**src/rtl/enc_pkg.sv**
```systemverilog
// Shared types, sizes and helpers for the scanning 8-to-3 encoder.
package enc_pkg;

    localparam int ENC_N = 8;
    localparam int ENC_W = 3;

    typedef enum logic {
        ST_IDLE,
        ST_EMIT
    } state_t;

    // True when exactly one bit of v is set.
    function automatic logic pop_is_one(input logic [ENC_N-1:0] v);
        logic [ENC_N-1:0] v_minus_one;
        v_minus_one = v - {{(ENC_N-1){1'b0}}, 1'b1};
        return (v != '0) && ((v & v_minus_one) == '0);
    endfunction

endpackage

```
**src/rtl/find_first_set.sv**
```systemverilog
// Combinational lowest-set-bit finder; resolves in a single cycle.
module find_first_set #(
    parameter int N = 8,
    parameter int W = $clog2(N)
) (
    input  logic [N-1:0] vec,
    output logic [W-1:0] idx,
    output logic         any
);

    // Scan from the top so the lowest set bit is the last one written.
    always_comb begin
        idx = '0;
        any = 1'b0;
        for (int i = N - 1; i >= 0; i--) begin
            if (vec[i]) begin
                idx = W'(i);
                any = 1'b1;
            end
        end
    end

endmodule

```
**src/rtl/encoder_8x3_scan.sv**
```systemverilog
// Sequential 8-to-3 encoder: emits the index of every set request bit,
// lowest first, one beat per cycle; an all-zero vector yields one "none" beat.
module encoder_8x3_scan
    import enc_pkg::*;
#(
    parameter int N = ENC_N,
    parameter int W = ENC_W
) (
    input  logic         clk,
    input  logic         rst_n,
    input  logic         in_valid,
    output logic         in_ready,
    input  logic [N-1:0] in_req,
    output logic         out_valid,
    input  logic         out_ready,
    output logic [W-1:0] out_code,
    output logic         out_last,
    output logic         out_none
);

    state_t         state;
    logic [N-1:0]   pending;
    logic           zero_flag;
    logic [W-1:0]   ffs_idx;
    logic           ffs_any;
    logic           emit;

    find_first_set #(.N(N), .W(W)) u_ffs (
        .vec (pending),
        .idx (ffs_idx),
        .any (ffs_any)
    );

    // Beat fields decode from registered state only; all zero outside EMIT.
    always_comb begin
        emit      = (state == ST_EMIT);
        out_valid = emit;
        out_code  = (emit && !zero_flag && ffs_any) ? ffs_idx : '0;
        out_last  = emit && (zero_flag || pop_is_one(ENC_N'(pending)));
        out_none  = emit && zero_flag;
        // A new vector may land in the same cycle the final beat leaves.
        in_ready  = !emit || (out_ready && out_last);
    end

    // Control FSM and pending-bit datapath.
    always_ff @(posedge clk or negedge rst_n) begin
        if (!rst_n) begin
            state     <= ST_IDLE;
            pending   <= '0;
            zero_flag <= 1'b0;
        end else begin
            case (state)
                ST_IDLE: begin
                    if (in_valid) begin
                        pending   <= in_req;
                        zero_flag <= (in_req == '0);
                        state     <= ST_EMIT;
                    end
                end
                ST_EMIT: begin
                    if (out_ready) begin
                        if (out_last) begin
                            if (in_valid) begin
                                pending   <= in_req;
                                zero_flag <= (in_req == '0);
                            end else begin
                                state <= ST_IDLE;
                            end
                        end else begin
                            pending[out_code] <= 1'b0;
                        end
                    end
                end
                default: state <= ST_IDLE;
            endcase
        end
    end

endmodule

```
**config.mk**
```make
export PLATFORM = sky130hd
export DESIGN_NAME = encoder_8x3_scan
export DESIGN_NICKNAME = d
export VERILOG_FILES = /design/src/rtl/enc_pkg.sv /design/src/rtl/find_first_set.sv /design/src/rtl/encoder_8x3_scan.sv
export SDC_FILE = /design/constraint.sdc
export NUM_CORES = 1
export LEC_CHECK = 0
export ABC_AREA = 1
export CORE_UTILIZATION = 51
export DETAILED_ROUTE_END_ITERATION = 10
export PLACE_DENSITY = 0.78
export SYNTH_ARGS = -nofsm -noshare
export SYNTH_HDL_FRONTEND = slang
export SYNTH_HIERARCHICAL = 1
export SYNTH_SLANG_ARGS = --single-unit
```
**constraint.sdc**
```tcl
create_clock -name clk -period 1.9 [get_ports clk]
set_input_delay 0.38 -clock clk [delete_from_list [all_inputs] [get_ports clk]]
set_output_delay 0.38 -clock clk [all_outputs]
set_load 0.05 [all_outputs]
```
# --- After elaboration in Yosys (flattened, before gate mapping) ---
# Cells that the tools add are included.
classes:
  muxes: 31
  bitwise_logic: 4
  eq_ne: 2
  reduce_logical: 15
  add_sub_neg: 1
  magnitude_cmp: 2
ops:
  columns: ["op", "count"]
  rows:
  - ["3-bit 2-to-1 mux", 9]
  - ["8-bit 2-to-1 mux", 3]
  - ["8-bit AND", 2]
  - ["8-bit zero test", 2]
  - ["8-bit case mux with 2 select lines", 1]
  - ["1-bit 2-to-1 mux", 15]
  - ["8-bit NOT", 1]
  - ["8-bit nonzero test", 1]
  - ["8-bit by 1-bit subtractor with 8-bit output (second input constant)", 1]
  - ["1-bit logical AND", 7]
  - ["3-bit by 4-bit less-than comparator with 1-bit output (second input constant)", 1]
  - ["2-bit inequality test (second input constant)", 2]
  - ["1-bit case mux with 2 select lines", 2]
  - ["1-bit demux with 3-bit select", 1]
  - ["3-bit by 1-bit >= comparator with 1-bit output (second input constant)", 1]
  - ["1-bit zero test", 2]
  - ["1-bit logical OR", 2]
  - ["2-bit AND reduction", 1]
  - ["1-bit NOT", 1]
totals:
  word_cells: 58
  reg_bits: 10

# --- Longest topological paths before layout ---
# Gate-level depths: netlist of run 1.
depth:
  depth_word: 19
  depth_mapped: 14
  ltp_nobuf: 14

# --- Cells and area by module ---
# The synthesis of run 1 kept the hierarchy.
by_module_without_submodules:
  columns: ["mod", "area_per_inst_um2", "cells_per_inst", "seq_area_each_um2", "instances"]
  rows:
  - ["encoder_8x3_scan", 924.6, 153, 250.2, 1]
  - ["find_first_set", 98.8, 22, 0.0, 1]

# --- Worst setup path before layout of run 1 ---
# OpenSTA, ideal clock, no wires.
synth_timing:
  path_kind: "flip-flop to output port"
  start: "reg pending[5]"
  end: "out out_last"
  n_path_buf: 1
  arrival_time_ns: 1.832
  required_time_ns: 1.520
  path_stages_with_launch: 9
  slack_ns: -0.312
  cell_sequence: "dfrtp_1 nor2_2 nand3_1 nand2_1 nand2_1 inv_1 nand3_2 buf_6 a21oi_1"
synth_between:
  elab_chain_cells: 6
  word_cells_on_any_way: 7
  cone_classes: "add/sub: 1; bitwise: 1; reduce/logical: 5"
synth_lines:
  columns: ["item", "line_no", "source"]
  rows:
  - ["start, declared", "encoder_8x3_scan.sv:22", "logic [N-1:0] pending;"]
  - ["start signal, assigned", "encoder_8x3_scan.sv:55", "pending <= in_req;"]
  - ["start signal, assigned", "encoder_8x3_scan.sv:64", "pending <= in_req;"]
  - ["8-bit by 1-bit subtractor with 8-bit output", "enc_pkg.sv:15", "v_minus_one = v - {{(ENC_N-1){1'b0}}, 1'b1};"]
  - ["8-bit AND", "enc_pkg.sv:16", "return (v != '0) && ((v & v_minus_one) == '0);"]
  - ["8-bit zero test", "enc_pkg.sv:16", null]
  - ["1-bit logical AND (*)", "enc_pkg.sv:16", null]
  - ["1-bit logical OR (*)", "encoder_8x3_scan.sv:39", "out_last = emit && (zero_flag || pop_is_one(ENC_N'(pending)));"]
  - ["1-bit logical AND (*)", "encoder_8x3_scan.sv:39", null]
  - ["end, declared", "encoder_8x3_scan.sv:17", "output logic out_last,"]
# Mark *: on every way between the ends. The rest lies on a longest branch, timed or not.

# --- Worst setup path after layout of run 1 ---
layout_timing:
  start: "reg pending[5]"
  end: "out in_ready"
layout_between:
  elab_chain_cells: 8
  word_cells_on_any_way: 9
  cone_classes: "add/sub: 1; bitwise: 1; reduce/logical: 7"
layout_lines:
  columns: ["item", "line_no", "source"]
  rows:
  - ["8-bit by 1-bit subtractor with 8-bit output", "enc_pkg.sv:15", null]
  - ["8-bit AND", "enc_pkg.sv:16", null]
  - ["8-bit zero test", "enc_pkg.sv:16", null]
  - ["1-bit logical AND (*)", "enc_pkg.sv:16", null]
  - ["1-bit logical OR (*)", "encoder_8x3_scan.sv:39", null]
  - ["1-bit logical AND (*)", "encoder_8x3_scan.sv:39", null]
  - ["1-bit logical AND (*)", "encoder_8x3_scan.sv:42", "in_ready = !emit || (out_ready && out_last);"]
  - ["1-bit logical OR (*)", "encoder_8x3_scan.sv:42", null]
  - ["end, declared", "encoder_8x3_scan.sv:12", "output logic in_ready,"]
# Marked as above.

==> results.sh, run 1 <==
export IMPL_crit_path_max_incr_delay_ps=470
export IMPL_place_congestion=0.9306
export IMPL_grt_use_total=0.3131
export IMPL_r2r_start="pending[5]"
export IMPL_fin_ws_ps=-173.5
export IMPL_rr_worst_depth=12
export IMPL_synth_cell_types=24
export IMPL_avgViaCountPerCell=5.559
export IMPL_syn_inst=175
export IMPL_dieArea_um2=2190
export IMPL_async_flop_share=1.000
export IMPL_fin_crit_sh=1.091
export IMPL_vias=1312
export IMPL_cts_root_buf="clkbuf_4"
export IMPL_final_setup_skew_ps=2.807
export IMPL_criticalPathCategory="flip-flop to output port"
export IMPL_wl_per_cell_um=13.87
export IMPL_dr_pass1_iters=5
export IMPL_cp_max_fo=6
export IMPL_syn_area_per_cell_um2=5.848
export IMPL_die_width_um=46.80
export IMPL_required_ps=1520
export IMPL_critPathCapture="in_ready"
export IMPL_grt_pass1_vias=1182
export IMPL_synth_area_um2=1023
export IMPL_cp_cell_sequence="buf_6 > inv_1 > nand2_1 > nor2_1 > nand2_1 > nand2_1 > inv_1 > nand3_4 > a21oi_4 > buf_12"
export IMPL_ant_nets=0
export IMPL_synthFlopType="dfrtp_1"
export IMPL_regToRegEndpoint="pending[4]"
export IMPL_wirelength_um=3273
export IMPL_drt_iter0_markers=46
export IMPL_ys_warnings_count=6
export IMPL_grt_max_degree=18
export IMPL_cts_buffer_depth=2
export IMPL_hold_viol=0
export IMPL_clock_sinks=10
export IMPL_cp_arrival_ps=1690
export IMPL_synth_edf_count=0
export IMPL_fin_nets=224
export IMPL_drc=0
export IMPL_grt_pass1_wl_um=4802
export IMPL_dpl_cell_count=220
export IMPL_fin_crit_ps=2073
export IMPL_timing_fmax_mhz=482.3
export IMPL_numCtsBuffers=3
export IMPL_pre_cts_ws_ps=-5.821
export IMPL_critical_path_most_common_cell="nand2_1"
export IMPL_synth_seq_area_share=0.2445
export IMPL_ys_ff_latch=10
export IMPL_violations="setup timing"
export IMPL_worstSkewPairLatency_ps=270
export IMPL_cp_end_kind="output port"
export IMPL_dp_hpwl_um=1988
export IMPL_rows=15
export IMPL_relSlewSlack=0.6913
export IMPL_syn_num_nets=187
export IMPL_port_buffers=18
export IMPL_area_growth_pct=49.63
export IMPL_grt_overflow=0
export IMPL_n_antenna_cell=0
export IMPL_slowest_stage="dfrtp_2"
export IMPL_cap_viol_max_count=0
export IMPL_ctsHtreeMaxLevel=1
export IMPL_tritoncts="built"
export IMPL_cts_hold_buf=0
export IMPL_die_height_um=46.80
export IMPL_crit_start="pending[5]"
export IMPL_setup_viol=5
export IMPL_startpoint_type="flip-flop"
export IMPL_start_util=0.5681
export IMPL_drive_above_1_share=0.3412
export IMPL_status="complete, but fails checks"
export IMPL_core_area_um2=1802
export IMPL_rsz0062_at_grt="yes"
export IMPL_hold_path_class="input port to async pin"
export IMPL_instances_no_fill=236
export IMPL_reg2reg_slack_ps=10
export IMPL_report_final_slew_viol_count=0
export IMPL_ioPinCount=19
export IMPL_antenna_found_initial=0
export IMPL_clk_pin_slew_ps=70
export IMPL_tightest_slew_ps=461.7
registers in the layout, summed over array words and instances, names as in the netlist:
signal and flops:
out_valid 1, zero_flag 1, pending 8
critical path, delay by kind of cell, from the launching register on:
kind | cells | cell delay, ps
simple gates | 5 | 470
flops | 1 | 470
buf+inv | 4 | 410
compound gates | 1 | 70
routing by layer:
metal,global-route usage,vias up,routed length [um]
met4,0.2686,0,179
met2,0.5056,96,1556
li1,-,615,-
met3,0.04231,27,304
met5,0,-,0
met1,0.3643,574,1232
cell type report:
type | instances | area [um2]
clock buffer | 4 | 36.28
inverter | 33 | 123.9
sequential | 10 | 260.3
multi-input combinational | 127 | 708.2
fill | 122 | 270.3
timing repair buffer | 37 | 371.6
tap | 25 | 31.28
through the flow:
stage                     hold WS (ps)  TNS, ps  utilization  instance area (um2)
after global placement           547.1        0       0.7257                 1308
after CTS                        430.8   -398.1       0.7993                 1440
after floorplan                  84.41   -38.74            -                 1040
after detailed placement         559.6   -9.749       0.7257                 1308
final                            428.6   -448.8       0.8500                 1531
after global routing             447.8   -884.9       0.8500                 1531
worst min path at each step:
stage,to,slack (ps)
after floorplan,out_valid,80
after CTS,pending[7],430
after global placement,zero_flag,550
after detailed placement,zero_flag,560
final,pending[7],430
after global routing,out_valid,450
layout by cell type, fill, tap and decap left out, types with 5 or more instances in the layout:
master | Yosys | layout
inv_1 | 32 | 26
nand3_1 | 18 | 16
nand2_1 | 63 | 62
dfrtp_2 | 0 | 8
nor2_4 | 1 | 7
clkdlybuf4s50_1 | 0 | 11
nand3_2 | 4 | 5
inv_2 | 1 | 7
buf_4 | 1 | 20
o21ai_0 | 11 | 8
buf_12 | 0 | 5
nor2_1 | 9 | 6
what timing repair did:
action                     4_1_cts  5_1_grt
setup endpoints to repair        7       11
pin swaps                        9        9
setup buffers                    9        3
gates resized for setup         14       22
logic make-up after synthesis:
logic type / share of synthesized area
AO/OA/AOI/OAI: 0.1088
buffers and inverters: 0.1614
flip-flops: 0.2445
AND/OR/NAND/NOR: 0.4853
synth_stat cells (2+ instances only):
| cell | count | area share |
|---|---|---|
| o21ai_0 | 11 | 0.054 |
| nand4_1 | 3 | 0.018 |
| a21oi_1 | 5 | 0.024 |
| nor2_2 | 5 | 0.031 |
| nand2_2 | 2 | 0.012 |
| inv_1 | 32 | 0.12 |
| nand2_1 | 63 | 0.23 |
| dfrtp_1 | 10 | 0.24 |
| nor2_1 | 9 | 0.033 |
| nand3_2 | 4 | 0.039 |
| nand3_1 | 18 | 0.088 |
Power of run 1 is not shown: default switching activity piles up to over one toggle a cycle in this logic, so the estimate is an artifact.
==> inputs of run 2 (changes only) <==
Settings changed: CELL_PAD_IN_SITES_DETAIL_PLACEMENT set to 0, CELL_PAD_IN_SITES_GLOBAL_PLACEMENT set to 1, CORE_UTILIZATION 51 to 42, DONT_BUFFER_PORTS set to 1, PLACE_DENSITY 0.78 to not set, PLACE_DENSITY_LB_ADDON set to 0.1.
==> results.sh, run 2 (synthesis gave the netlist of run 1 again) <==
export IMPL_largest_register_ffs=8
export IMPL_port_buffers=0
export IMPL_setup_viol=5
export IMPL_regMostFlops="pending"
export IMPL_hold_path_class="input port to flip-flop"
export IMPL_ctsHtreeMaxLevel=1
export IMPL_cp_cell_sequence="nor2_4 > nand3_2 > nand2_1 > nand2_1 > inv_2 > nand3_4 > a21oi_4 > buf_12"
export IMPL_ioPinCount=19
export IMPL_cp_arrival_ps=1650
export IMPL_cts_buffer_depth=2
export IMPL_pre_cts_ws_ps=97.98
export IMPL_final_setup_skew_ps=2.250
export IMPL_numCtsBuffers=3
export IMPL_wl_per_cell_um=13.45
export IMPL_fin_nets=207
export IMPL_grt_pass1_vias=1036
export IMPL_startpoint_type="flip-flop"
export IMPL_hold_ws_ps=243.6
export IMPL_final_common_cell="nand2_1"
export IMPL_start_util=0.4539
export IMPL_grt_max_degree=18
export IMPL_antenna_found_initial=0
export IMPL_area_growth_pct=33.25
export IMPL_crit_path_max_incr_delay_ps=490
export IMPL_drc=0
export IMPL_slowest_stage="dfrtp_2"
export IMPL_worstSkewPairLatency_ps=280
export IMPL_wl_met3_um=172
export IMPL_met2WireLength_um=1497
export IMPL_violations="setup timing"
export IMPL_rows=17
export IMPL_relSlewSlack=0.6724
export IMPL_timing_fmax_mhz=493.5
export IMPL_grt_overflow=0
export IMPL_die_width_um=51.37
export IMPL_cp_max_fo=8
export IMPL_drive_above_1_share=0.2990
export IMPL_clk_pin_slew_ps=70
export IMPL_vias=1146
export IMPL_ant_nets=0
export IMPL_report_final_slew_viol_count=0
export IMPL_clock_sinks=10
export IMPL_fin_crit_sh=1.066
export IMPL_cap_viol_max_count=0
export IMPL_critical_path_most_common_cell="nand2_1"
export IMPL_wirelength_um=2987
export IMPL_wl_met1_um=1288
export IMPL_tritoncts="built"
export IMPL_drt_iter0_markers=48
export IMPL_cp_end_kind="output port"
export IMPL_top_layer_used="met4"
export IMPL_criticalPathCategory="flip-flop to output port"
export IMPL_dr_pass1_iters=5
export IMPL_final_cell_mix="nand2_1 (63), inv_1 (27), nand3_1 (16), buf_4 (14), o21ai_0 (8)"
export IMPL_dieArea_um2=2638
export IMPL_place_congestion=0.8127
export IMPL_die_height_um=51.37
export IMPL_grt_pass1_wl_um=4843
export IMPL_hold_viol=0
export IMPL_fillerInstances=227
export IMPL_status="complete, but fails checks"
export IMPL_fin_ws_ps=-126.3
export IMPL_tns_ps=-437.1
export IMPL_rsz0062_at_grt="yes"
export IMPL_fin_crit_ps=2026
export IMPL_dp_hpwl_um=2115
export IMPL_reg2reg_slack_ps=130
export IMPL_grt_use_total=0.2528
export IMPL_avgViaCountPerCell=5.162
export IMPL_cts_root_buf="clkbuf_4"
export IMPL_core_area_um2=2255
export IMPL_n_antenna_cell=0
export IMPL_tightest_slew_ps=489.9
export IMPL_required_ps=1520
run 2: cell count changes in the layout (fill, tap and decap cells not counted), sizes merged:
cell and delta:
clkdlybuf4s50 -11, dlygate4sd3 +1, buf -7
run 2: final timing paths:
| path | startpoint | to | cells after the start |
|---|---|---|---|
| setup / recovery | pending[4] | out_last | 8 |
| hold / removal | in_valid | out_valid | 2 |
| setup reg to reg | pending[4] | pending[2] | 10 |
| hold reg to reg | zero_flag | zero_flag | 2 |
| max in group asynchronous | rst_n | pending[4] | 1 |
| min in group asynchronous | rst_n | zero_flag | 1 |
run 2: per-layer routing:
metal  track usage  vias to the layer above
met5             0                        -
met4       0.06757                        0
met3       0.02083                        4
met2        0.4329                       48
met1        0.3376                      516
li1              -                      578
run 2: worst max-delay path: cells and delay by family (launching register included):
kind | cells | cell delay, ps
buffers and inverters | 2 | 210
flip-flops | 1 | 490
AO/OA/AOI/OAI | 1 | 180
AND/OR/NAND/NOR | 5 | 470
run 2: area by class of cell:
type | count | area (um2) | share of cell area
tap | 28 | 35.03 | 0.02569
multi-input combinational | 127 | 710.7 | 0.5211
clock buffer | 4 | 36.28 | 0.02661
timing repair buffer | 20 | 201.4 | 0.1477
sequential | 10 | 256.5 | 0.1881
inverter | 33 | 123.9 | 0.09083
run 2: metrics by stage:
stage	instances	utilization	cell area [um2]
finish	222	0.6049	1364
global route	222	0.6049	1364
CTS	221	0.5860	1321
detailed placement	211	0.5183	1169
global placement	211	0.5183	1169
floorplan	175	-	1040
run 2: what timing repair did:
action,4_1_cts,5_1_grt
gates resized for setup,21,11
hold buffers,1,0
endpoints found under the setup margin,5,13
pin swaps,9,3
endpoints found under the hold margin,10,0
buffers inserted,5,2
Power of run 2 is left out for the same reason.
==> inputs of run 3 (changes only) <==
Settings changed: HOLD_SLACK_MARGIN set to 0.15.
==> results of run 3 <==
The final DEF is identical to that of run 2; final timing and power are the same.
Power of run 3 is left out for the same reason.
